--- src/rtl/alu_seq_pkg.sv ---
// Shared types for the ALU sequencer: state encoding, instruction field
// positions and the default ALU select width.
package alu_seq_pkg;

  typedef enum logic [2:0] {
    IDLE,
    LOAD_A,
    LOAD_B,
    EXEC,
    WRITE
  } state_t;

  localparam int OP_W_DEF = 4;
  localparam int IDX_W    = 4;

  localparam int OPC_LSB  = 12;
  localparam int DEST_LSB = 8;
  localparam int SRCA_LSB = 4;
  localparam int SRCB_LSB = 0;

  // True when a 4-bit register index names an existing register.
  function automatic logic idx_ok(input logic [IDX_W-1:0] idx, input int n);
    return int'(idx) < n;
  endfunction

endpackage

--- src/rtl/reg_decode.sv ---
// Register index to one-hot enable decoder; all outputs are low when
// i_en is low.
module reg_decode #(
  parameter int N     = 8,
  parameter int IDX_W = 4
) (
  input  logic [IDX_W-1:0] i_idx,
  input  logic             i_en,
  output logic [N-1:0]     o_onehot
);

  generate
    for (genvar gi = 0; gi < N; gi++) begin : g_dec
      assign o_onehot[gi] = i_en && (i_idx == IDX_W'(gi));
    end
  endgenerate

endmodule

--- src/rtl/alu_sequencer.sv ---
// Four-phase bus sequencer for one register-to-register ALU instruction.
// Optional macro ALU_SEQ_B_REUSE_EN skips LOAD_B when the B latch already holds srcB.
module alu_sequencer
  import alu_seq_pkg::*;
#(
  parameter int NUM_REGS = 8,
  parameter int OP_W     = OP_W_DEF
) (
  input  logic                clk,
  input  logic                reset,
  input  logic [15:0]         instr,
  input  logic                instr_valid,
  output logic                instr_ready,
  output logic [NUM_REGS-1:0] reg_out_en,
  output logic [NUM_REGS-1:0] reg_in_en,
  output logic                alu_a,
  output logic                alu_b,
  output logic [OP_W-1:0]     alu_sel,
  output logic                alu_in_en,
  output logic                alu_out_en,
  output logic                done,
  output logic                err
);

  state_t           r_state;
  logic [OP_W-1:0]  r_op;
  logic [IDX_W-1:0] r_dest;
  logic [IDX_W-1:0] r_src_a;
  logic [IDX_W-1:0] r_src_b;
  logic             r_err;

  logic [IDX_W-1:0] w_dest;
  logic [IDX_W-1:0] w_src_a;
  logic [IDX_W-1:0] w_src_b;
  logic             w_legal;
  logic             w_accept;
  logic             w_skip_b;
  logic [IDX_W-1:0] w_out_idx;

  assign w_dest   = instr[DEST_LSB +: IDX_W];
  assign w_src_a  = instr[SRCA_LSB +: IDX_W];
  assign w_src_b  = instr[SRCB_LSB +: IDX_W];
  assign w_legal  = idx_ok(w_dest, NUM_REGS) && idx_ok(w_src_a, NUM_REGS) &&
                    idx_ok(w_src_b, NUM_REGS);
  assign w_accept = (r_state == IDLE) && instr_valid && w_legal;

`ifdef ALU_SEQ_B_REUSE_EN
  logic [IDX_W-1:0] r_b_tag;
  logic             r_b_vld;
  logic             r_skip_b;

  // The B latch keeps its value until reloaded; the tag is invalidated when
  // the register it mirrors is overwritten.
  always_ff @(posedge clk) begin
    if (reset) begin
      r_b_tag  <= '0;
      r_b_vld  <= 1'b0;
      r_skip_b <= 1'b0;
    end else begin
      if (w_accept) begin
        r_skip_b <= r_b_vld && (w_src_b == r_b_tag);
      end
      if (r_state == LOAD_B) begin
        r_b_tag <= r_src_b;
        r_b_vld <= 1'b1;
      end else if ((r_state == WRITE) && (r_dest == r_b_tag)) begin
        r_b_vld <= 1'b0;
      end
    end
  end

  assign w_skip_b = r_skip_b;
`else
  assign w_skip_b = 1'b0;
`endif

  always_ff @(posedge clk) begin
    if (reset) begin
      r_state <= IDLE;
      r_op    <= '0;
      r_dest  <= '0;
      r_src_a <= '0;
      r_src_b <= '0;
      r_err   <= 1'b0;
    end else begin
      r_err <= 1'b0;
      case (r_state)
        IDLE: begin
          if (w_accept) begin
            r_op    <= OP_W'(instr[OPC_LSB +: 4]);
            r_dest  <= w_dest;
            r_src_a <= w_src_a;
            r_src_b <= w_src_b;
            r_state <= LOAD_A;
          end else if (instr_valid) begin
            r_err <= 1'b1;
          end
        end
        LOAD_A:  r_state <= w_skip_b ? EXEC : LOAD_B;
        LOAD_B:  r_state <= EXEC;
        EXEC:    r_state <= WRITE;
        WRITE:   r_state <= IDLE;
        default: r_state <= IDLE;
      endcase
    end
  end

  // Outputs decode only registered state, so instr never reaches them combinationally.
  assign w_out_idx   = (r_state == LOAD_B) ? r_src_b : r_src_a;
  assign instr_ready = (r_state == IDLE);
  assign alu_a       = (r_state == LOAD_A);
  assign alu_b       = (r_state == LOAD_B);
  assign alu_in_en   = (r_state == EXEC);
  assign alu_out_en  = (r_state == WRITE);
  assign done        = (r_state == WRITE);
  assign alu_sel     = r_op;
  assign err         = r_err;

  reg_decode #(.N(NUM_REGS), .IDX_W(IDX_W)) u_out_dec (
    .i_idx    (w_out_idx),
    .i_en     ((r_state == LOAD_A) || (r_state == LOAD_B)),
    .o_onehot (reg_out_en)
  );

  reg_decode #(.N(NUM_REGS), .IDX_W(IDX_W)) u_in_dec (
    .i_idx    (r_dest),
    .i_en     (r_state == WRITE),
    .o_onehot (reg_in_en)
  );

endmodule

--- config.mk ---
export PLATFORM = sky130hd
export DESIGN_NAME = alu_sequencer
export DESIGN_NICKNAME = d
export VERILOG_FILES = /design/src/rtl/alu_seq_pkg.sv /design/src/rtl/reg_decode.sv /design/src/rtl/alu_sequencer.sv
export SDC_FILE = /design/constraint.sdc
export NUM_CORES = 1
export LEC_CHECK = 0
export CAP_MARGIN = 40
export CORE_MARGIN = 10
export CORE_UTILIZATION = 37
export DETAILED_ROUTE_END_ITERATION = 8
export GPL_TIMING_DRIVEN = 0
export PLACE_DENSITY = 0.79
export SETUP_SLACK_MARGIN = 0.3
export SLEW_MARGIN = 10
export SYNTH_ARGS = -nofsm -noshare
export SYNTH_HDL_FRONTEND = slang
export SYNTH_HIERARCHICAL = 1
export SYNTH_SLANG_ARGS = --single-unit
--- constraint.sdc ---
create_clock -name clk -period 2.1 [get_ports clk]
set_input_delay 0.42 -clock clk [delete_from_list [all_inputs] [get_ports clk]]
set_output_delay 0.42 -clock clk [all_outputs]
set_load 0.005 [all_outputs]
Word-level counts from Yosys, hierarchy flattened. Cells that the tools add are included.

Flip-flop bits (word level): 20. Input port bits: 19. Output and inout port bits: 27. Word-level logic and storage cells: 59.

$lt $le $gt $ge: 3. Eq/ne operators: 19. Mux-type cells: 4. Bitwise gates (word level): 1. Reductions and logical operators: 26.

Operator list (count): $eq 4x3->1 const B (8); $logic_and 1x1->1 (20); $eq 4x2->1 const B (4); $lt 4x4->1 const B (3); $pmux 3 s4 (1); $eq 4x1->1 const B (2); $logic_not 4->1 (2); $eq 3x2->1 const B (2); $mux 4 (1); $eq 3x1->1 const B (1); $eq 3x3->1 const B (1); $logic_not 3->1 (1); $mux 3 (1); $reduce_or 3->1 (1); $ne 2x1->1 const B (1); $reduce_and 2->1 (1); $logic_or 1x1->1 (1); $mux 1 (1); $not 1->1 (1).

Logic depth before layout (Yosys ltp). Gate-level depths: netlist (run 1).

Depth after elaboration: 6. Gate-level depth with buffers: 5. Depth with buffers taken out: 4.

Hierarchy. The synthesis (run 1) kept the hierarchy.

By module, submodules not included: alu_sequencer (times used 1, cells each 87, area each 923.4 sq um, seq. area each 400.4 sq um); reg_decode (times used 2, cells each 13, area each 72.6 sq um, seq. area each 0.0 sq um).

Least setup slack after synthesis (run 1). No wires, ideal clock.

Path type: register to output. Start: register r_state[1]. End: output reg_out_en[1]. Arrival time: 1.859 ns. Data required time: 1.680 ns. Slack: -0.179 ns. Cell stages (with the launch flop): 6. Cells stage by stage: dfxtp_1 -> clkbuf_1 -> nor3b_2 -> mux2_2 -> or3b_4 -> nor2_1.

Longest elaborated chain between the ends: 4.

RTL lines: start, declared (line alu_sequencer.sv:25) `state_t r_state;`; start signal, assigned (line alu_sequencer.sv:99) `LOAD_A: r_state <= w_skip_b ? EXEC : LOAD_B;`; $eq 3x2->1; net alu_b (line alu_sequencer.sv:17) `output logic alu_b,`; $mux 4 (line alu_sequencer.sv:109) `assign w_out_idx = (r_state == LOAD_B) ? r_src_b : r_src_a;`; net w_out_idx[3] (line alu_sequencer.sv:38) `logic [IDX_W-1:0] w_out_idx;`; $eq 4x1->1 (line reg_decode.sv:14) `assign o_onehot[gi] = i_en && (i_idx == IDX_W'(gi));`; $logic_and 1x1->1 (line reg_decode.sv:14); end, declared (line alu_sequencer.sv:14) `output logic [NUM_REGS-1:0] reg_out_en,`.

The timed path passes the listed nets, and every way through them passes these cells.

Final worst setup path (run 1).
Start: register r_state[0]. End: output reg_out_en[0].

Longest elaborated chain between the ends: 4.

RTL lines (line): $eq 3x2->1 (alu_sequencer.sv:109); $mux 4 (alu_sequencer.sv:109); net w_out_idx[3] (alu_sequencer.sv:38); $logic_not 4->1 (reg_decode.sv:14); $logic_and 1x1->1 (reg_decode.sv:14).

The timed path passes the listed nets, and every way through them passes these cells.

==> out/results.ini, run 1 <==
[floorplanning]
die_height_um = 73.7
dieArea_um2 = 5440
pin_count = 46
die_w_um = 73.7
placeableCoreArea_um2 = 2760
start_util_pct = 38.7
rows = 19

[place]
placed_cells_incl_taps = 189
port_buffers = 45
dpl_cell_area_um2 = 1610
hpwlAfterDp_um = 2310
place.gp.congestion = 0.710

[global_route]
grt_max_degree = 11
grt_pass1_vias = 1116
antenna_found_initial = 0
overflow = 0
grt_first_pass_wirelength_um = 5020
grtUsageTotal_pct = 11.3

[finish]
drive_gt1_share_pct = 32.6
finalNonFillerCells = 206
layout_commonest_cell = clkdlybuf4s50_1
area_growth_pct = 63.9
layout_common_cells = 30 x clkdlybuf4s50_1, 29 x nand2b_1, 17 x dfxtp_1
stdcell_area_um2 = 1750
antenna_cells = 0
nets = 196

[min_path]
hold_start = r_src_a[1]
hp-class = reg2reg
whs_path_depth = 2
min_to = r_src_a[1]

[pwr]
power_per_cell_area_nw_per_um2 = 595
ir_drop_v = 0.000391
p_leak_nw = 0.675

[worst_setup_path]
arrival_ns = 2.16
worstSetupEndpointType = output pin
worst-r2r-setup-slack_ns = 0.64
crit_chain = buf_8, nor3b_4, mux2_4, or3b_4, buf_6, nor3_4, buf_2
start_kind = flip-flop
critPathMaxFanout = 8
crit_slowest_cell = or3b_4
timing.rr.end = alu_sel[2]
worstSetupPathType = reg2out
cp_top_family = simple AND/OR/NAND/NOR gates
cpPeakStageDelay_ns = 0.40
reg2reg_depth = 5
crit_cells = 7
path_buf_inv = 3
cp.required_ns = 1.68
r2r_start = r_state[1]

[route]
finalWirelength_um = 3000
drcViolationCount = 0
wire_per_inst_um = 14.6
drtIter0Drc = 19
final_antenna_net_count = 0
wl_met1_um = 1100
drt_pass1_iterations = 4
vias = 1023
wl_met3_um = 283
topRoutingLayerUsed = met4
vias_per_cell = 4.97
wl_met2_um = 1540

[timing]
period_share_pct = 123
tightestPinTransition_ns = 0.397
whs_ns = 0.480
finClkSkew_ns = 0.00942
finalSetupTns_ns = -6.40
drv_slew = 0
finalCriticalPeriod_ns = 2.58
fmax_ghz = 0.387
hold_violations = 0
relSlewSlack_pct = 73.5
setup_viol = 18
rsz0062_at_grt = true
post-route-worst-setup-slack_ns = -0.484

[yosys]
synth_area_um2 = 1070
postSynthCellCount = 113
yosysWarnings = 6
ys_types = 23
avgSynthCellArea_um2 = 9.46
ys_seq_area_share_pct = 37.5
synth_nets = 132
ys_ff_latch = 20

[run_status]
status = finished, violations left
violations = setup timing

[clock_network]
numCtsBuffers = 3
clock_latency_ns = 0.30
tritoncts = built
clock_tree.root_cell = clkbuf_4
cts_sinks = 20
cts_max_path_buffers = 2
htree_levels = 1
postCtsHoldBufs = 0
path_clk_slew_ns = 0.11

[run]
drv_cap = 0

[worst max-delay path by stage]
stage          startpoint            end  slack, ns
2_1_floorplan  r_state[0]  reg_out_en[0]       0.04
3_3_place_gp   r_state[1]  reg_out_en[0]      -0.53
3_5_place_dp   r_state[0]  reg_out_en[0]      -0.54
4_1_cts        r_state[0]  reg_out_en[0]      -0.49
5_1_grt        r_state[0]  reg_out_en[0]      -0.59
6_report       r_state[0]  reg_out_en[0]      -0.48
[worst register-to-register path, stage by stage, from the launching register on]
cell and delay, ns:
dfxtp_2 0.33, clkbuf_8 0.14, buf_4 0.14, nor4_4 0.35
buf_4 0.23, mux2i_1 0.20
[state kept, by name, indices dropped and copies added (netlist names)]
name	flops
alu_sel	4
r_dest	4
r_src_a	4
r_src_b	4
r_state	3
err	1
[cell type report]
type | count | area (µm²)
Fill cell | 224 | 1010
Multi-Input combinational cell | 85 | 692
Timing Repair Buffer | 59 | 522
Sequential cell | 20 | 404
Buffer | 8 | 72.6
Tap cell | 31 | 38.8
Clock buffer | 3 | 22.5
[synthesized netlist by cell type (all sizes together)]
| library cell | n | area, µm² |
|---|---|---|
| nor2b | 1 | 6.26 |
| nand3b | 2 | 15.0 |
| nand2b | 30 | 188 |
| mux2i | 13 | 130 |
| nor3b | 6 | 50.1 |
| nor4 | 1 | 21.3 |
| a2111oi | 1 | 8.76 |
| or4b | 1 | 13.8 |
| or2 | 1 | 6.26 |
| nor3 | 6 | 40.0 |
| and3b | 1 | 8.76 |
| dfxtp | 20 | 400 |
| buf | 2 | 18.8 |
| or3b | 2 | 22.5 |
| nor2 | 12 | 45.0 |
| xnor2 | 1 | 8.76 |
| clkbuf | 6 | 22.5 |
| nand2 | 2 | 7.51 |
| and4b | 1 | 10.0 |
| mux2 | 4 | 45.0 |
[routing by layer]
layer  vias to the layer above  track usage, %
met5                         -               0
met4                         0            4.76
met3                         8            4.98
met2                        33            19.7
met1                       476            11.3
li1                        506               -
[kinds of logic after synthesis]
family | count (synthesis) | share of synthesized area [%]
XOR/XNOR | 1 | 0.820
multiplexers | 17 | 16.4
buffers and inverters | 8 | 3.86
AO/OA/AOI/OAI | 1 | 0.820
AND/OR/NAND/NOR | 66 | 40.6
flip-flops | 20 | 37.5
[metrics by stage]
step / utilization [%] / total power [mW] / worst slack, ns
finish: 63.5 / 1.04 / -0.484
detailed placement: 58.3 / 0.763 / -0.540
CTS: 61.7 / 1.00 / -0.488
floorplan: - / 0.621 / 0.0379
global placement: 58.3 / 0.757 / -0.529
global route: 63.5 / 1.10 / -0.588
[repair_timing]
item / in CTS / in global routing
setup endpoints to repair: 38 / 28
cloned: 1 / 0
pin swaps: 6 / 6
buffers inserted: 10 / 3
gates resized for setup: 50 / 14
[power breakdown]
group | switching [mW] | leakage, nW | internal [mW]
clock | 0.114 | 0.0138 | 0.0668
combinational | 0.169 | 0.498 | 0.276
sequential | 0.0122 | 0.163 | 0.404
No activity file was read; power rests on OpenSTA's default activity.
==> inputs of run 2 (changes only) <==
Settings changed: SLEW_MARGIN 10 to default.
==> results of run 2 <==
The final DEF is identical to that of run 1; final timing and power are the same.
==> inputs of run 3 (changes only) <==
Settings changed: ABC_CLOCK_PERIOD_IN_PS from default to 2100, PLACE_DENSITY 0.79 to 0.77.
==> out/results.ini, run 3 (synthesis results as in run 1) <==
[timing]
rsz0062_at_grt = true  ; unchanged
post-route-worst-setup-slack_ns = -0.567  ; was -0.484 ns
whs_ns = 0.454  ; was 0.480 ns
drv_slew = 0  ; unchanged
relSlewSlack_pct = 73.6  ; was 73.5%
finClkSkew_ns = 0.00787  ; was 0.00942 ns
period_share_pct = 127  ; was 123%
hold_violations = 0  ; unchanged
finalCriticalPeriod_ns = 2.67  ; was 2.58 ns
tightestPinTransition_ns = 0.396  ; was 0.397 ns
setup_viol = 14  ; was 18
finalSetupTns_ns = -4.14  ; was -6.40 ns
fmax_ghz = 0.375  ; was 0.387 GHz

[run_status]
status = finished, violations left  ; unchanged
violations = setup timing  ; unchanged

[place]
pre_cts_ws_ns = -0.581  ; was -0.540 ns
hpwlAfterDp_um = 2240  ; was 2310 µm
dpl_cell_area_um2 = 1610  ; unchanged
place.gp.congestion = 0.690  ; was 0.710
port_buffers = 45  ; unchanged

[clock_network]
htree_levels = 1  ; unchanged
clock_tree.root_cell = clkbuf_4  ; unchanged
path_clk_slew_ns = 0.12  ; was 0.11 ns
cts_max_path_buffers = 2  ; unchanged
tritoncts = built  ; unchanged
clock_latency_ns = 0.30  ; about the same
postCtsHoldBufs = 0  ; unchanged
cts_sinks = 20  ; unchanged
numCtsBuffers = 3  ; unchanged

[finish]
antenna_cells = 0  ; unchanged
nets = 208  ; was 196
layout_commonest_cell = nand2b_1  ; was clkdlybuf4s50_1
stdcell_area_um2 = 1840  ; was 1750 µm²
layout_common_cells = 30 x nand2b_1, 20 x clkdlybuf4s50_1, 19 x buf_2  ; was 30 x clkdlybuf4s50_1, 29 x nand2b_1, 17 x dfxtp_1
drive_gt1_share_pct = 43.1  ; was 32.6%
area_growth_pct = 72.0  ; was 63.9%

[route]
drt_pass1_iterations = 3  ; was 4
wire_per_inst_um = 14.3  ; was 14.6 µm
finalWirelength_um = 3140  ; was 3000 µm
drcViolationCount = 0  ; unchanged
drtIter0Drc = 44  ; was 19
final_antenna_net_count = 0  ; unchanged
vias_per_cell = 4.77  ; was 4.97
vias = 1045  ; was 1,023

[global_route]
overflow = 0  ; unchanged
grt_pass1_vias = 1072  ; was 1,116
grt_max_degree = 12  ; was 11
grt_first_pass_wirelength_um = 5080  ; was 5020 µm
grtUsageTotal_pct = 11.5  ; was 11.3%
antenna_found_initial = 0  ; unchanged

[worst_setup_path]
arrival_ns = 2.25  ; was 2.16 ns
worstSetupEndpointType = output pin  ; unchanged
cpPeakStageDelay_ns = 0.42  ; was 0.40 ns
worstSetupPathType = reg2out  ; unchanged
cp.required_ns = 1.68  ; about the same
cp_top_family = simple AND/OR/NAND/NOR gates  ; unchanged
crit_chain = buf_8, nor3b_4, buf_4, mux2_4, or3b_4, buf_6, nor3_2, buf_2  ; was buf_8, nor3b_4, mux2_4, or3b_4, buf_6, nor3_4, buf_2
critPathMaxFanout = 4  ; was 8
crit_slowest_cell = or3b_4  ; unchanged
path_buf_inv = 4  ; was 3
start_kind = flip-flop  ; unchanged

[floorplanning]
die_height_um = 73.7  ; unchanged
pin_count = 46  ; unchanged
start_util_pct = 38.7  ; unchanged
rows = 19  ; unchanged
placeableCoreArea_um2 = 2760  ; unchanged
die_w_um = 73.7  ; unchanged
dieArea_um2 = 5440  ; unchanged

[pwr]
p_total_mw = 1.16  ; was 1.04 mW
ir_drop_v = 0.000543  ; was 0.000391 V
power_per_cell_area_nw_per_um2 = 630  ; was 595 nW/µm²
seqPwrFrac_pct = 36.1  ; was 39.9%
power_switching_share_pct = 28.4  ; was 28.3%
p_leak_nw = 0.782  ; was 0.675 nW
p_clk_share_pct = 19.5  ; was 17.3%
p_comb_share_pct = 44.4  ; was 42.7%
internal_power_uw = 829  ; was 747 µW
p_sw_uw = 329  ; was 295 µW

[min_path]
hp-class = in2reg  ; was reg2reg

[run]
drv_cap = 0  ; unchanged

## run 3: cell count changes in the layout (fill, tap and decap cells not counted), sizes merged
cell	previous run	this run
dlymetal6s2s	0	1
buf	26	51
dlygate4sd2	5	2
clkdlybuf4s50	30	20
## run 3: area by class of cell
class                   count  area, µm²
repair buffers             71        582
well taps                  31       38.8
multi-input cells          85        699
plain buffers               8       77.6
clock buffers               4       36.3
fillers                   241        920
flip-flops and latches     20        404
## run 3: routing by layer
metal / global-route usage (%) / part of all wire (%)
met5: 0 / 0
met4: 3.11 / 0.86
met3: 4.85 / 7.7
met2: 20.0 / 51
met1: 12.5 / 40
## run 3: power by group through the flow
stage / registers, mW / logic [mW] / clock network [mW]
after global placement: 0.420 / 0.337 / 0
after detailed placement: 0.422 / 0.344 / 0
after global routing: 0.421 / 0.555 / 0.250
after floorplan: 0.420 / 0.202 / 0
after CTS: 0.415 / 0.448 / 0.240
final: 0.418 / 0.514 / 0.226
## run 3: worst reg2reg max path, delay by kind of cell (launching register included)
| family | cells | cell delay [ns] |
|---|---|---|
| flops | 1 | 0.33 |
| buf+inv | 5 | 0.70 |
| mux | 1 | 0.18 |
| simple gates | 1 | 0.33 |
## run 3: worst paths after layout
path                            startpoint            end  slack (ns)  depth (start not counted)
worst min register to register  alu_sel[1]     alu_sel[1]        0.48                          2
worst max register to register  r_state[2]     r_src_b[2]        0.49                          7
worst max-delay path            r_state[0]  reg_out_en[0]       -0.57                          8
worst min-delay path              instr[3]     r_state[0]        0.45                          3
## run 3: timing repair
item / in CTS / in global routing
gates cloned: 1 / 0
endpoints found under the setup margin: 38 / 38
pin swaps: 7 / 12
resized for setup: 103 / 15
setup buffers: 18 / 7
## run 3: metrics by stage
stage | instances | util (%)
6_report | 219 | 66.7
5_1_grt | 219 | 66.7
4_1_cts | 212 | 63.6
3_5_place_dp | 189 | 58.3
3_3_place_gp | 189 | 58.3
2_1_floorplan | 113 | -
==> variant 1, RTL diff (settings of run 2) <==
The option `ALU_SEQ_B_REUSE_EN` is turned on by a define.
--- a/src/rtl/alu_sequencer.sv
+++ b/src/rtl/alu_sequencer.sv
@@ -2,2 +2,4 @@
 // Optional macro ALU_SEQ_B_REUSE_EN skips LOAD_B when the B latch already holds srcB.
+`define ALU_SEQ_B_REUSE_EN
+
 module alu_sequencer
Function: changed (a bounded check fails within 10 cycles, from zero or initial values and one cycle with reset high).
==> variant 1 against run 2 <==
  * Utilization is 1.2 points lower
  * First-iteration DRC count grew to 5.6 times the old value
  * Sequential cell count is 6 higher
  * Largest cell class unchanged
  * Synthesized area is 21% higher
  * Worst setup slack better by 23 ps
  * Routed wire length is 30% higher
  * Die area is 15% higher
  * Non-clock buffer count is 12 higher
  * The run still ends with setup timing left
  * Cell area is 20% higher
  * Register-to-register slack worse by 430 ps
  * Synthesized cell count is 35% higher
Power is not compared: it rests on default switching activity, and its combinational part moved more than twofold at a synthesized area within 25%.
==> variant 1: results (changes against run 2) <==
.. list-table::
   :header-rows: 1

   * - Metric
     - Value
   * - Number of setup buffers added after CTS
     - 18 (was 10)
   * - Cell types occupying the most area after synthesis
     - dfxtp_1 40%, nor2_1 5.8%, a21oi_1 5.4% (was dfxtp_1 37%, nand2b_1 18%, mux2i_1 12%)
   * - Fraction of layout instances using a drive strength above 1
     - 39.7% (was 32.6%)
   * - Count of distinct cell types in the synthesized netlist
     - 32 (was 23)
   * - Final worst setup slack
     - -461 ps (was -484 ps)
   * - Run status
     - finished, violations left (unchanged)
   * - Final-report setup violation count
     - 17 (was 18)
   * - Count of buffers from port buffering
     - 44 (was 45)
   * - Detail-routed via count per cell
     - 4.93 (was 4.97)
   * - Total wire length
     - 3900 µm (was 3000 µm)
   * - Clock input transition at the sequential cells of the worst setup and hold paths
     - 130 ps (was 110 ps)
   * - Vias in the first global route
     - 1319 (was 1116)
   * - Placed Cells
     - 242 (was 189)
   * - DRT iter0 DRCs
     - 106 (was 19)
   * - Final worst hold slack
     - 461 ps (was 480 ps)
   * - Sequential share of the synthesized area
     - 40.2% (was 37.5%)
   * - Syn_nets
     - 171 (was 132)
   * - Pin count of the biggest net entering global routing
     - 14 (was 11)
   * - Global-route wire length before repair
     - 6470 µm (was 5020 µm)
   * - Count of TritonRoute iterations in the first routing pass
     - 6 (was 4)
   * - Final GP Congestion
     - 0.767 (was 0.710)
   * - Violated checks
     - setup timing (unchanged)
   * - Total routing resource utilization after global routing
     - 12.2% (was 11.3%)
   * - Depth of the worst register-to-register path
     - 8 (was 5)
   * - Min-Delay Path Class
     - in -> reg (was reg -> reg)
   * - Minimum setup slack among reg-to-reg paths
     - 210 ps (was 640 ps)
   * - WHS Endpoint
     - r_b_vld (was r_src_a[1])
   * - Endpoint of the worst-slack reg-to-reg timing path
     - r_skip_b (was alu_sel[2])
   * - Clock insertion delay at the later pin of the skew report
     - 320 ps (was 300 ps)
==> variant 1: metal layers <==
layer  vias to the layer above  wire length (µm)  track usage (%)
met5                         -                 0                0
li1                        682                 -                -
met3                         2               239             4.28
met1                       619              1700             15.1
met2                        29              1950             20.6
met4                         0                 8             1.08
==> variant 1: layout make-up <==
cell class	instances	area [µm²]
Tap cell	46	57.6
Fill cell	306	1270
Inverter	1	3.75
Clock buffer	3	22.5
Timing Repair Buffer	69	579
Sequential cell	26	527
Buffer	10	71.3
Multi-Input combinational cell	115	833
==> variant 1: cell families after synthesis <==
| group | share of synthesized area [%] |
|---|---|
| flops | 40.2 |
| compound gates | 13.3 |
| simple gates | 30.0 |
| mux | 6.58 |
| buf+inv | 4.45 |
| xor+xnor | 5.42 |
==> variant 1: worst register-to-register path, delay by kind of cell (launching register included) <==
kind,cells,cell delay [ps]
compound gates,1,120
buf+inv,5,780
flops,1,340
simple gates,2,570
==> variant 1: worst max-delay path by stage <==
stage | slack, ps | cells after the start | start | end
floorplan | 8 | 6 | r_state[2] | reg_out_en[0]
global placement | -550 | 7 | r_state[2] | reg_out_en[0]
detailed placement | -590 | 7 | r_state[2] | reg_out_en[0]
CTS | -470 | 8 | r_state[2] | reg_out_en[0]
global route | -570 | 8 | r_state[2] | reg_out_en[0]
finish | -460 | 8 | r_state[2] | reg_out_en[0]
==> variant 1: through the flow <==
stage	setup WS [ps]	TNS, ps	util [%]	instance area [µm²]
after floorplan	7.62	0	-	1340
after global placement	-554	-3850	54.6	1840
after detailed placement	-586	-4300	54.6	1840
after CTS	-468	-4190	58.6	1970
after global routing	-568	-7350	62.3	2090
final	-461	-4990	62.3	2090
==> variant 1: report_power, final <==
part | internal (µW) | switching, µW
registers | 502 | 8.49
clock network | 67.2 | 140
logic | 89.8 | 75.1
total | 659 | 224
==> variant 2, RTL diff (settings of run 2) <==
Made on the original files. Encoding of `state_t`: now one-hot (5 bits for 5 states).
--- a/src/rtl/alu_seq_pkg.sv
+++ b/src/rtl/alu_seq_pkg.sv
@@ -4,8 +4,8 @@
 
-  typedef enum logic [2:0] {
-    IDLE,
-    LOAD_A,
-    LOAD_B,
-    EXEC,
-    WRITE
+  typedef enum logic [4:0] {
+    IDLE   = 5'b00001,
+    LOAD_A = 5'b00010,
+    LOAD_B = 5'b00100,
+    EXEC   = 5'b01000,
+    WRITE  = 5'b10000
   } state_t;
Behaviour: no difference found for any inputs over 10 cycles, from zero or initial values and one cycle with reset high; not proved beyond that.
==> variant 2 against run 2 <==
  * The flow still finishes with violations (setup timing)
  * Worst setup slack better by 18 ps
  * Synthesized area up 10%
  * Routed wire length up 40%
  * Cell area up 23%
  * Sequential cell count up 2
  * Fmax up 0.70%
  * Register-to-register slack worse by 300 ps
  * Count of clock-buffer cells in the layout up 1
Power is not compared: it rests on default switching activity, and its combinational part moved more than twofold at a synthesized area within 25%.
==> variant 2: results (changes against run 2) <==
.. list-table::
   :header-rows: 1

   * - Metric
     - Value
   * - Sequential share of the synthesized area
     - 37.3% (was 37.5%)
   * - WL/cell
     - 16.0 µm (was 14.6 µm)
   * - Final-report setup violation count
     - 16 (was 18)
   * - Placed Cells
     - 219 (was 189)
   * - DRT iter0 DRCs
     - 45 (was 19)
   * - Count of TritonRoute iterations in the first routing pass
     - 4 (unchanged)
   * - Min-Delay Path Class
     - in -> reg (was reg -> reg)
   * - Via count
     - 1280 (was 1023)
   * - Initial antenna violation count
     - 1 (was 0)
   * - Syn avg cell area
     - 9.08 µm² (was 9.46 µm²)
   * - Depth of the worst register-to-register path
     - 9 (was 5)
   * - Highest net fanout along the worst path
     - 4 (was 8)
   * - Predominant post-synthesis flop cell
     - dfxtp_1 (unchanged)
   * - Hold Path Cell Cnt
     - 3 (was 2)
   * - Setup slack at placement
     - -594 ps (was -540 ps)
   * - Number of warnings reported in the yosys synthesis log
     - 6 (unchanged)
   * - Cell types occupying the most area after synthesis
     - dfxtp_1 37%, nand2b_1 16%, mux2i_1 11% (was dfxtp_1 37%, nand2b_1 18%, mux2i_1 12%)
   * - Count of buffers from port buffering
     - 45 (unchanged)
   * - Violated checks
     - setup timing (unchanged)
   * - Min-Delay Startpoint
     - instr_valid (was r_src_a[1])
   * - Count of distinct cell types in the synthesized netlist
     - 24 (was 23)
   * - Clock tree skew after final layout
     - 3.06 ps (was 9.42 ps)
   * - HPWL after detailed placement
     - 2440 µm (was 2310 µm)
   * - Global-route wire length before repair
     - 6460 µm (was 5020 µm)
   * - Final worst setup slack
     - -466 ps (was -484 ps)
   * - Final GP Congestion
     - 0.818 (was 0.710)
   * - Number of nets in the final layout
     - 237 (was 196)
   * - Number of standard cells in the layout, taps in and fillers out
     - 262 (was 206)
   * - Maximum level of the CTS H-tree
     - 1 (unchanged)
   * - Clock input transition at the sequential cells of the worst setup and hold paths
     - 130 ps (was 110 ps)
   * - Pin count of the biggest net entering global routing
     - 13 (was 11)
   * - Syn_nets
     - 149 (was 132)
   * - Run status
     - finished, violations left (unchanged)
   * - Most used standard cells in the synthesized netlist
     - 30 x nand2b_1, 22 x dfxtp_1, 14 x nor2_1, 13 x mux2i_1 (was 30 x nand2b_1, 20 x dfxtp_1, 13 x mux2i_1, 12 x nor2_1, 6 x clkbuf_1)
   * - Max FFs per register
     - 5
   * - Total routing resource utilization after global routing
     - 13.5% (was 11.3%)
   * - Fraction of layout instances using a drive strength above 1
     - 46.5% (was 32.6%)
-- variant 2: critical path, stage by stage (launching register included) --
cell,delay [ps]
dfxtp_4,380
nor3_4,180
nand3b_1,120
buf_4,160
mux2_4,300
or3b_4,430
nor3_2,130
buf_2,140
-- variant 2: what timing repair did --
item                                    in CTS  in global routing
cloned                                       1                  0
pin swaps                                   17                 12
endpoints found under the setup margin      36                 24
setup buffers                               29                  8
gates resized for setup                    134                 12
-- variant 2: power groups by stage --
stage	combinational [µW]	clock (µW)	sequential, µW
3_5_place_dp	97.1	0	441
3_3_place_gp	95.4	0	441
6_report	123	243	428
2_1_floorplan	44.7	0	440
5_1_grt	132	266	429
4_1_cts	120	242	427
-- variant 2: layout make-up --
cell class                      count  area [µm²]
Multi-Input combinational cell     97         795
Clock buffer                        4        36.3
Timing Repair Buffer               83         738
Sequential cell                    22         457
Antenna cell                        1        2.50
Tap cell                           44        55.1
Fill cell                         237         897
Buffer                              6        53.8
Inverter                            5        18.8
-- variant 2: per-stage QoR --
step	area, µm²	TNS [ps]	total power (µW)	utilization (%)
after global routing	2160	-6260	827	70.6
after CTS	2070	-4090	789	67.7
after floorplan	1190	0	485	-
after detailed placement	1700	-7490	538	55.6
final	2160	-4650	794	70.6
after global placement	1700	-6720	536	55.6
-- variant 2: final timing paths --
| kind | end | slack (ps) |
|---|---|---|
| worst max register to register | r_dest[2] | 340 |
| worst min-delay path | err | 480 |
| worst max-delay path | reg_out_en[0] | -470 |
| worst min register to register | alu_sel[0] | 480 |
-- variant 2: metal layers --
metal	routed length, µm	up-vias	GRT usage, %
met4	86	0	5.58
met2	2150	47	24.6
met3	179	6	3.18
met1	1790	614	14.4
li1	-	613	-
met5	0	-	0
-- variant 2: logic make-up (layout without fill, tap and decap cells) --
kind of cell | Yosys count | after routing | share of synthesized area [%]
AOI/OAI and AO/OA | 5 | 5 | 3.18
buffers and inverters | 11 | 98 | 5.83
DFF | 22 | 22 | 37.3
muxes | 17 | 17 | 14.8
other | 0 | 1 | 0
and+or+nand+nor | 75 | 75 | 38.8
